==> src/rtl/bus_xfer_monitor.sv <==
// Passive decoder of tri-state bus enables into a show-ahead FIFO of transfer records.
// Define XFERMON_SWAP_DETECT_EN to build the three-transfer swap detector.
module bus_xfer_monitor #(
    parameter int DEPTH = 8
) (
    input  logic                     Clock,
    input  logic                     reset,
    input  logic                     Extern,
    input  logic                     R1out,
    input  logic                     R2out,
    input  logic                     R3out,
    input  logic                     R1in,
    input  logic                     R2in,
    input  logic                     R3in,
    input  logic [7:0]               bus,
    input  logic                     rd_en,
    output logic                     rd_valid,
    output logic [12:0]              rd_data,
    output logic [$clog2(DEPTH):0]   count,
    output logic                     overflow,
    output logic                     contention,
    output logic                     float_load,
    output logic [7:0]               err_cnt,
    output logic                     swap_done,
    output logic [1:0]               swap_a,
    output logic [1:0]               swap_b
);
    localparam int AW = $clog2(DEPTH);
    localparam int CW = AW + 1;
    localparam logic [CW-1:0] FULL_CNT = CW'(DEPTH);

    logic [2:0]  n_src;
    logic [2:0]  dst;
    logic [1:0]  src;
    logic        is_cont, is_float, is_xfer;
    logic [12:0] rec;

    assign n_src = {2'b00, Extern} + {2'b00, R1out} +
                   {2'b00, R2out} + {2'b00, R3out};
    assign dst = {R3in, R2in, R1in};
    assign src = R3out ? 2'd3 : R2out ? 2'd2 : R1out ? 2'd1 : 2'd0;
    assign is_cont  = n_src >= 3'd2;
    assign is_float = (n_src == 3'd0) && (dst != 3'b000);
    assign is_xfer  = (n_src == 3'd1) && (dst != 3'b000);
    assign rec = {src, dst, bus};

    logic [12:0]   mem_q [DEPTH];
    logic [AW-1:0] wr_ptr_q, rd_ptr_q;
    logic [CW-1:0] count_q, count_d;
    logic          overflow_q, contention_q, float_q;
    logic [7:0]    err_q;
    logic          full, pop, push;

    assign full = count_q == FULL_CNT;
    assign pop  = rd_en && (count_q != '0);
    // A pop in the same cycle frees the slot the write needs.
    assign push = is_xfer && (!full || pop);

    always_comb begin
        count_d = count_q;
        if (push && !pop)
            count_d = count_q + CW'(1);
        else if (pop && !push)
            count_d = count_q - CW'(1);
    end

    always_ff @(posedge Clock) begin
        if (push)
            mem_q[wr_ptr_q] <= rec;
    end

    always_ff @(posedge Clock) begin
        if (reset) begin
            wr_ptr_q     <= '0;
            rd_ptr_q     <= '0;
            count_q      <= '0;
            overflow_q   <= 1'b0;
            contention_q <= 1'b0;
            float_q      <= 1'b0;
            err_q        <= 8'd0;
        end else begin
            count_q <= count_d;
            if (push)
                wr_ptr_q <= wr_ptr_q + AW'(1);
            if (pop)
                rd_ptr_q <= rd_ptr_q + AW'(1);
            if (is_xfer && full && !pop)
                overflow_q <= 1'b1;
            if (is_float)
                float_q <= 1'b1;
            if (is_cont) begin
                contention_q <= 1'b1;
                if (err_q != 8'hFF)
                    err_q <= err_q + 8'd1;
            end
        end
    end

    assign rd_valid   = count_q != '0;
    assign rd_data    = mem_q[rd_ptr_q];
    assign count      = count_q;
    assign overflow   = overflow_q;
    assign contention = contention_q;
    assign float_load = float_q;
    assign err_cnt    = err_q;

`ifdef XFERMON_SWAP_DETECT_EN
    typedef enum logic [1:0] {S_IDLE, S_T1, S_T2} state_t;

    state_t     state_q;
    logic [1:0] a_q, b_q;
    logic       swap_done_q;
    logic [1:0] swap_a_q, swap_b_q;
    logic       start, step2, step3;
    logic [2:0] a_mask, b_mask;

    assign a_mask = 3'b001 << (a_q - 2'd1);
    assign b_mask = 3'b001 << (b_q - 2'd1);
    assign start  = (src == 2'd1 || src == 2'd2) && dst == 3'b100;
    assign step2  = (src == 2'd1 || src == 2'd2) && src != a_q && dst == a_mask;
    assign step3  = src == 2'd3 && dst == b_mask;

    always_ff @(posedge Clock) begin
        if (reset) begin
            state_q     <= S_IDLE;
            a_q         <= 2'd0;
            b_q         <= 2'd0;
            swap_done_q <= 1'b0;
            swap_a_q    <= 2'd0;
            swap_b_q    <= 2'd0;
        end else begin
            swap_done_q <= 1'b0;
            if (is_cont || is_float) begin
                state_q <= S_IDLE;
            end else if (is_xfer) begin
                // A broken sequence may itself be the first step of a new one.
                if (state_q == S_T2 && step3) begin
                    swap_done_q <= 1'b1;
                    swap_a_q    <= a_q;
                    swap_b_q    <= b_q;
                    state_q     <= S_IDLE;
                end else if (state_q == S_T1 && step2) begin
                    b_q     <= src;
                    state_q <= S_T2;
                end else if (start) begin
                    a_q     <= src;
                    state_q <= S_T1;
                end else begin
                    state_q <= S_IDLE;
                end
            end
        end
    end

    assign swap_done = swap_done_q;
    assign swap_a    = swap_a_q;
    assign swap_b    = swap_b_q;
`else
    assign swap_done = 1'b0;
    assign swap_a    = 2'd0;
    assign swap_b    = 2'd0;
`endif
endmodule

==> config.mk <==
export PLATFORM = sky130hd
export DESIGN_NAME = bus_xfer_monitor
export DESIGN_NICKNAME = d
export VERILOG_FILES = /design/src/rtl/bus_xfer_monitor.sv
export SDC_FILE = /design/constraint.sdc
export NUM_CORES = 1
export LEC_CHECK = 0
export ABC_CLOCK_PERIOD_IN_PS = 5800
export CAP_MARGIN = 20
export CORE_MARGIN = 5
export CORE_UTILIZATION = 30
export DETAILED_ROUTE_END_ITERATION = 16
export GPL_ROUTABILITY_DRIVEN = 0
export PLACE_DENSITY_LB_ADDON = 0.12
export SYNTH_ARGS = -nofsm -noshare
export SYNTH_HDL_FRONTEND = slang
export SYNTH_SLANG_ARGS = --single-unit
==> constraint.sdc <==
create_clock -name Clock -period 5.8 [get_ports Clock]
set_input_delay 1.45 -clock Clock [delete_from_list [all_inputs] [get_ports Clock]]
set_output_delay 1.45 -clock Clock [all_outputs]
set_load 0.03 [all_outputs]
==> metrics.cfg, run 1 <==
[sta]
rsz0062_at_grt=no
relSlewSlack=0.3601
hold_viol=0
maxSlewViolCount=0
fmax_mhz=209.3
skew_ns=0.006810
tightest_slew_ns=0.9568
setup_viol=0
finalWorstPathRequiredPeriod_ns=4.779
tns_ns=0
fin_crit_sh=0.8239
timing.final.ws_setup_ns=1.021

[status]
status=complete, no violations

[final_layout]
layout_common_cells=edfxtp_1, clkdlybuf4s50_1, nor2_1, dfxtp_1, clkbuf_16
nets=396
layout-drive-gt1-share=0.2000
mostFrequentLayoutCell=edfxtp_1
syn2layout_area_growth_pct=25.65
n_antenna_cell=0

[hold_path]
worstHoldPathCells=2
min_path_type=flip-flop to flip-flop
hp-start=rd_ptr_q[1]$_SDFFE_PP0N_

[synth]
synth-xor-area-share=0.009892
synth_area_per_cell_sq_um=17.53
yosys_warnings=0
syn_inst=303
seq_area_frac_synth=0.6783
ys_types=42
synth_compound_area_frac=0.03297
synthMuxAreaShare=0.1571
synth_seq_cells=128
synth_top_family_by_area=multiplexers
syn-cell-area_sq_um=5313
synth_simple_gate_area_share=0.06783
synth_adder_area_share=0.02873

[clock_tree]
cts.clk_slew.worst_paths_ns=0.05
clock_path_buffers=2
cts_resized=0
clk_latency_ns=0.40
cts_root_buffer=clkbuf_16
cts_hold_buffers=0
cts_tree=done
cts_buffers=17
cts_setup_buffers=0
htree_levels=4
cts.sinks=128

[placed_design]
portBuffers=46
place_hpwl_um=6352
dp_worst_setup_slack_ns=0.6102

[critical_path]
r2r_cells=11
cp-start-kind=input pin
crit_path_end_kind=flip-flop
cp_max_fo=5
crit_type=input pin to flip-flop
cp.arrival_ns=5.07
worstSetupStartpoint=Extern
r2r-start=count[1]$_SDFFE_PP0P_
worstPathRequired_ns=6.10

[die]
core_area_sq_um=17360
dieHeight_um=143.1
rows=48
die_w_um=143.1
dieArea_sq_um=20470
ios=52
start_util=0.3061

[detailed_routing]
drtPass1Iterations=4
vias=2737
routedWlPerCell_um=17.78
drcViolationCount=0
vias_per_cell=4.524
wirelength_um=10750
detail-route-antenna-nets=0
drt-initial-drc-count=112

[global_route]
overflow=0
grt_pass1_wl_um=16840
grt_start_max_net_pins=27
antenna_found_initial=0
grt_pass1_vias=2963
grtUsageTotal=0.1125

[run]
drv_cap=0

[pwr]
leakagePower_nw=2.268
power_density_nw_per_um2=433.7
ir_worst_vdd_mv=0.2391

==> synth_stat cells, drive strengths merged <==
master | n | area share
edfxtp | 104 | 0.59
mux4 | 26 | 0.12
dfxtp | 24 | 0.090
nor2 | 24 | 0.017
mux2 | 15 | 0.032
a21oi | 10 | 0.0094
buf | 10 | 0.015
nand3 | 10 | 0.0094
ha | 9 | 0.021
inv | 8 | 0.0057
nand2 | 8 | 0.0057
nor3 | 8 | 0.0085
clkbuf | 5 | 0.0035
nor2b | 3 | 0.0035
o21ai | 3 | 0.0028
xnor2 | 3 | 0.0049
xor2 | 3 | 0.0049
a211oi | 2 | 0.0028
a31oi | 2 | 0.0024
and3 | 2 | 0.0024
and3b | 2 | 0.0033
fa | 2 | 0.0075
mux2i | 2 | 0.0038
nand2b | 2 | 0.0024
nand3b | 2 | 0.0028
or3 | 2 | 0.0024
a2111oi | 1 | 0.0052
a21bo | 1 | 0.0019
a221oi | 1 | 0.0028
a22oi | 1 | 0.0040
a311oi | 1 | 0.0016
and4 | 1 | 0.0016
and4bb | 1 | 0.0024
conb | 1 | 0.00071
nor4 | 1 | 0.0012
or2 | 1 | 0.0012
or3b | 1 | 0.0021
or4 | 1 | 0.0021
==> worst max-delay path, cell delays in order <==
cell and delay [ns]:
clkdlybuf4s50_1 0.46, inv_1 0.05, fa_1 0.53, inv_1 0.04, ha_1 0.18, inv_1 0.06, ha_1 0.24, nor2_1 0.14
and3_1 0.24, nand2_1 0.19, inv_1 0.10, ha_1 0.17, inv_1 0.09, ha_1 0.33, a21oi_1 0.18, a211oi_1 0.09
a31oi_1 0.16, mux2_2 0.34
==> report_power, final <==
| group | switching [mW] | total (mW) | internal (mW) |
|---|---|---|---|
| sequential | 0.0372 | 1.08 | 1.04 |
| combinational | 0.380 | 0.731 | 0.351 |
| clock | 0.369 | 1.08 | 0.715 |
| total | 0.787 | 2.90 | 2.11 |
==> layout make-up <==
cell class	instances	area, sq um
Clock inverter	11	163.9
Fill cell	1617	10680
Timing Repair Buffer	56	535.5
Multi-Input combinational cell	156	1620
Tap cell	225	281.5
Inverter	8	30.03
Sequential cell	128	3603
Clock buffer	21	440.4
==> metrics by stage <==
| step | hold WS (ns) | util | instances | total power, mW | cell area, sq um |
|---|---|---|---|---|---|
| 2_1_floorplan | 0.4541 | - | 307 | 1.623 | 5328 |
| 3_5_place_dp | 0.4625 | 0.3498 | 573 | 1.843 | 6071 |
| 6_report | 0.4858 | 0.3846 | 605 | 2.895 | 6675 |
| 5_1_grt | 0.5165 | 0.3846 | 605 | 3.042 | 6675 |
| 3_3_place_gp | 0.4599 | 0.3498 | 573 | 1.839 | 6071 |
| 4_1_cts | 0.4819 | 0.3846 | 605 | 2.943 | 6675 |
==> flip-flops by register name, indices dropped and copies added (netlist names), named ones only <==
| name | cells |
|---|---|
| overflow | 1 |
| count | 4 |
| rd_ptr_q | 3 |
| err_cnt | 8 |
| mem_q | 104 |
| wr_ptr_q | 3 |
| float_load | 1 |
| contention | 1 |
==> metal layers <==
metal,vias up,GRT usage,share of wire
li1,1323,-,-
met1,1352,0.1496,0.49
met2,51,0.1761,0.46
met3,11,0.03583,0.035
met4,0,0.03602,0.011
met5,-,0,0
==> cells by family after synthesis <==
group,count (synthesis)
compound gates,22
xor+xnor,6
fa+ha+maj,11
buf+inv,23
flops,128
mux,43
other cells,1
simple gates,69
==> worst paths after layout <==
path,slack (ns),to
worst max register to register,3.10,count[3]$_SDFFE_PP0P_
worst max-delay path,1.02,count[3]$_SDFFE_PP0P_
worst min-delay path,0.49,flip-flop
worst min register to register,0.49,flip-flop
Note: power is estimated with default switching activity, not from simulation.
==> run 2: changes to the inputs <==
--- a/config.mk
+++ b/config.mk
@@ -5,7 +5,7 @@
 export SDC_FILE = /design/constraint.sdc
 export NUM_CORES = 1
 export LEC_CHECK = 0
-export ABC_CLOCK_PERIOD_IN_PS = 5800
+export ABC_CLOCK_PERIOD_IN_PS = 5000
 export CAP_MARGIN = 20
 export CORE_MARGIN = 5
 export CORE_UTILIZATION = 30
==> constraint.sdc (replaced) <==
create_clock -name Clock -period 5 [get_ports Clock]
set_input_delay 1.25 -clock Clock [delete_from_list [all_inputs] [get_ports Clock]]
set_output_delay 1.25 -clock Clock [all_outputs]
set_load 0.03 [all_outputs]
==> run 2 against run 1 <==
Effect of this change:
- critical path depth is the same
- core utilization is 0.19 points higher
- wire length decreased by 1.2%
- first-iteration DRC count decreased by 21%
- critical path type unchanged
- largest cell class unchanged
==> metrics.cfg, run 2 (synthesis gave the netlist of run 1 again) <==
[status]
status=complete, no violations

[global_route]
grt_start_max_net_pins=27
grtUsageTotal=0.1143
grt_pass1_wl_um=17180
antenna_found_initial=0
overflow=0
grt_pass1_vias=3037

[pwr]
power_density_nw_per_um2=504.9
power_frac_clock=0.378
power_frac_comb=0.252
total_power_mw=3.387
leakagePower_nw=2.300
ir_worst_vdd_mv=0.2806
seqPwrFrac=0.370
intPower_mw=2.450
switching_power_mw=0.9362
switching_share=0.2764

[die]
start_util=0.3061
core_area_sq_um=17360
rows=48
dieArea_sq_um=20470
dieHeight_um=143.1
die_w_um=143.1
ios=52

[sta]
maxSlewViolCount=0
timing.final.ws_setup_ns=0.6726
fmax_mhz=231.1
relSlewSlack=0.3732
fin_crit_sh=0.8655
rsz0062_at_grt=no
tightest_slew_ns=0.9303
skew_ns=0.005888
finalWorstPathRequiredPeriod_ns=4.327
hold_viol=0
setup_viol=0
tns_ns=0

[clock_tree]
cts_hold_buffers=0
cts_setup_buffers=0
cts_root_buffer=clkbuf_16
cts_buffers=17
htree_levels=4
cts.sinks=128
clk_latency_ns=0.41
cts_tree=done
cts.clk_slew.worst_paths_ns=0.06
cts_resized=0
clock_path_buffers=2

[placed_design]
place_area_sq_um=6093
dp_worst_setup_slack_ns=0.2360
place_hpwl_um=6399
portBuffers=46

[critical_path]
crit_type=input pin to flip-flop
regToRegSetupSlack_ns=2.39
crit_path_end_kind=flip-flop
cp.arrival_ns=4.63
cp-start-kind=input pin
worstPathRequired_ns=5.30
cp_max_fo=4

[final_layout]
design_area_sq_um=6708
mostFrequentLayoutCell=edfxtp_1
regMostFlops=mem_q
nets=399
layout-drive-gt1-share=0.2147
layout_common_cells=edfxtp_1, clkdlybuf4s50_1, nor2_1, dfxtp_1, clkbuf_16
n_antenna_cell=0
syn2layout_area_growth_pct=26.26
largest_register_ffs=104

[detailed_routing]
drcViolationCount=0
routedWlPerCell_um=17.50
wirelength_um=10620
vias_per_cell=4.654
drt-initial-drc-count=89
detail-route-antenna-nets=0
vias=2825
drtPass1Iterations=4

[run]
drv_cap=0

[hold_path]
min_path_type=flip-flop to flip-flop

==> run 2: cell types whose count changed in the layout (fill, tap and decap cells not counted) <==
cell	change
buf_4	+3
clkinv_4	+1
clkinvlp_4	-2
clkinv_2	+1
clkbuf_1	-4
inv_6	+3
==> run 2: layout make-up <==
cell class	count	area (sq um)
multi-input combinational	156	1620
fill	1582	10650
clock buffer	17	425.4
clock inverter	14	188.9
inverter	8	30.03
sequential	128	3603
timing repair buffer	59	558.0
tap	225	281.5
==> run 2: metal layers <==
layer | GRT usage | vias up | share of wire
li1 | - | 1332 | -
met1 | 0.1507 | 1422 | 0.47
met2 | 0.1785 | 56 | 0.47
met3 | 0.03416 | 15 | 0.044
met4 | 0.04352 | 0 | 0.016
met5 | 0 | - | 0
==> run 2: worst paths after layout <==
check | from | endpoint | depth (start not counted)
max | Extern | count[3]$_SDFFE_PP0P_ | 18
max reg2reg | count[1]$_SDFFE_PP0P_ | count[3]$_SDFFE_PP0P_ | 9
min | contention$_SDFFE_PP0P_ | contention$_SDFFE_PP0P_ | 2
min reg2reg | contention$_SDFFE_PP0P_ | contention$_SDFFE_PP0P_ | 2
==> run 2: per-stage QoR <==
step	utilization	std cells	hold WS (ns)
finish	0.3865	607	0.4851
global route	0.3865	607	0.5073
CTS	0.3865	607	0.4903
detailed placement	0.3511	576	0.4683
global placement	0.3511	576	0.4606
floorplan	-	307	0.4541
==> run 2: worst max-delay path: stages <==
cell	delay, ns
clkdlybuf4s50_1	0.45
inv_1	0.05
fa_1	0.53
inv_1	0.04
ha_1	0.18
inv_1	0.06
ha_1	0.24
nor2_1	0.13
and3_1	0.18
nand2_1	0.08
inv_1	0.06
ha_1	0.16
inv_1	0.09
ha_1	0.33
a21oi_1	0.18
a211oi_1	0.10
a31oi_1	0.17
mux2_2	0.35
==> run 2: power by group through the flow <==
stage	clock network, mW	registers [mW]	logic, mW
6_report	1.28	1.25	0.855
3_3_place_gp	0	1.27	0.870
5_1_grt	1.36	1.26	0.937
2_1_floorplan	0	1.30	0.582
3_5_place_dp	0	1.27	0.871
4_1_cts	1.31	1.25	0.875
==> run 3: changes to the inputs <==
--- a/config.mk
+++ b/config.mk
@@ -11,7 +11,10 @@
 export CORE_UTILIZATION = 30
 export DETAILED_ROUTE_END_ITERATION = 16
 export GPL_ROUTABILITY_DRIVEN = 0
+export GPL_TIMING_DRIVEN = 0
+export HOLD_SLACK_MARGIN = 0.15
 export PLACE_DENSITY_LB_ADDON = 0.12
+export SLEW_MARGIN = 10
 export SYNTH_ARGS = -nofsm -noshare
 export SYNTH_HDL_FRONTEND = slang
 export SYNTH_SLANG_ARGS = --single-unit
==> run 3 against run 2 <==
Effect of this change:
- critical path depth did not move
- clock skew rose by 0.0020 ns
- critical path type unchanged
- via count increased by 0.39%
- wire length is 4.2% higher
- die area did not move
- clock power fell by 14%
- sequential cell count stayed put
- total power is 4.2% lower
- sequential share of layout area fell by 0.37 points
- core utilization up 0.27 points
- largest power group is now sequential cells
- hold slack got worse by 0.0091 ns
- register-to-register slack got worse by 0.12 ns
==> metrics.cfg, run 3 (synthesis gave the netlist of run 1 again) <==
[final_layout]
fillers=1607
syn2layout_area_growth_pct=27.13
final_util=0.3891
largest_register_ffs=104
layout-drive-gt1-share=0.2267
n_antenna_cell=0
regMostFlops=mem_q
mostFrequentLayoutCell=edfxtp_1
nets=413
layout_common_cells=edfxtp_1, clkdlybuf4s50_1, dfxtp_1

[critical_path]
cp.buffers_inverters=6
crit_path_end_kind=flip-flop
crit_type=input pin to flip-flop
cpMaxStageDelayCell=fa_1
cp.arrival_ns=4.99
cp_max_fo=5
cp-start-kind=input pin
cp_cell_sequence=clkdlybuf4s50_1 > inv_1 > fa_1 > inv_1 > ha_1 > inv_1 > ha_1 > nor2_1 > and3_1 > nand2_1 > inv_1 > ha_1 > inv_1 > ha_1 > a21oi_1 > a211oi_1 > a31oi_1 > mux2_2
critPathTopFamily=adder cells
critPathMostFrequentCell=inv_1
cpPeakStageDelay_ns=0.53
worstPathRequired_ns=5.30

[die]
dieArea_sq_um=20470
start_util=0.3061
ios=52
core_area_sq_um=17360
rows=48
dieHeight_um=143.1
die_w_um=143.1

[run]
drv_cap=0

[pwr]
total_power_mw=3.243
ir_worst_vdd_mv=0.2936
power_density_nw_per_um2=480.1
leakagePower_nw=2.324

[clock_tree]
clock_path_buffers=2
cts_resized=0
cts_buffers=17
cts.sinks=128
cts_tree=done
clk_latency_ns=0.41
htree_levels=4
cts_setup_buffers=0
cts_hold_buffers=0
cts.clk_slew.worst_paths_ns=0.05
cts_root_buffer=clkbuf_16

[detailed_routing]
routedWlPerCell_um=17.80
drcViolationCount=0
drt-initial-drc-count=137
wirelength_um=11070
wl_met3_um=508
vias_per_cell=4.559
m1WireLength_um=5483
vias=2836
drtPass1Iterations=5
detail-route-antenna-nets=0
wl_met2_um=4921
routed.top_layer=met4

[sta]
maxSlewViolCount=0
finalWorstPathRequiredPeriod_ns=4.688
setup_viol=0
fmax_mhz=213.3
skew_ns=0.007900
rsz0062_at_grt=no
tightest_slew_ns=0.8547
relSlewSlack=0.4271
fin_crit_sh=0.9376
hold_viol=0

[global_route]
grt_pass1_wl_um=17580
grt_start_max_net_pins=17
grt_pass1_vias=3086
grtUsageTotal=0.1175
antenna_found_initial=0
overflow=0

[placed_design]
portBuffers=46
place_hpwl_um=7543

[status]
status=complete, no violations

[hold_path]
min_path_type=flip-flop to flip-flop

[run 3: changes by cell type in the layout (fill, tap and decap cells not counted), sizes merged]
cell / delta
clkbuf: +8
buf: +9
bufinv: -3
inv: -2
clkinv: +3
[run 3: path summary, 6_finish.rpt]
| path | startpoint | end | slack [ns] | cells after the start |
|---|---|---|---|---|
| worst max register to register | count[1]$_SDFFE_PP0P_ | count[3]$_SDFFE_PP0P_ | 2.27 | 11 |
| worst min-delay path | contention$_SDFFE_PP0P_ | contention$_SDFFE_PP0P_ | 0.48 | 2 |
| worst min register to register | contention$_SDFFE_PP0P_ | contention$_SDFFE_PP0P_ | 0.48 | 2 |
| worst max-delay path | Extern | count[3]$_SDFFE_PP0P_ | 0.31 | 18 |
[run 3: final cells by class]
| class | count | area [sq um] | share of cell area |
|---|---|---|---|
| multi-input cells | 156 | 1628 | 0.2410 |
| plain buffers | 15 | 100.1 | 0.01482 |
| well taps | 225 | 281.5 | 0.04168 |
| clock buffers | 20 | 436.7 | 0.06465 |
| flip-flops and latches | 128 | 3603 | 0.5335 |
| clock inverters | 12 | 93.84 | 0.01389 |
| repair buffers | 58 | 580.6 | 0.08596 |
| inverters | 8 | 30.03 | 0.004446 |
[run 3: worst min-delay path, delay by kind of cell, from the launching register on]
| family | cells | cell delay [ns] |
|---|---|---|
| AND/OR/NAND/NOR | 2 | 0.12 |
| flip-flops | 1 | 0.33 |
[run 3: per-stage QoR]
step / setup slack [ns] / hold slack (ns) / TNS, ns / std cells / cell area [sq um]
detailed placement: -0.1363 / 0.4700 / -0.1363 / 590 / 6223
global placement: -1.698 / 0.4621 / -74.42 / 578 / 6070
finish: 0.3122 / 0.4760 / 0 / 622 / 6754
CTS: 0.3067 / 0.4885 / 0 / 622 / 6754
global route: 0.002945 / 0.5094 / 0 / 622 / 6754
floorplan: 0.5027 / 0.4541 / 0 / 307 / 5328
[run 3: metal layers]
layer,GRT usage,vias up
met5,0,-
met4,0.04202,0
met3,0.04052,13
met2,0.1721,64
met1,0.1625,1406
li1,-,1353
[run 3: power by group]
group	switching, mW	leakage, nW	internal (mW)
sequential	0.0422	1.13	1.21
clock	0.429	0.256	0.675
combinational	0.457	0.935	0.431
total	0.928	2.32	2.31
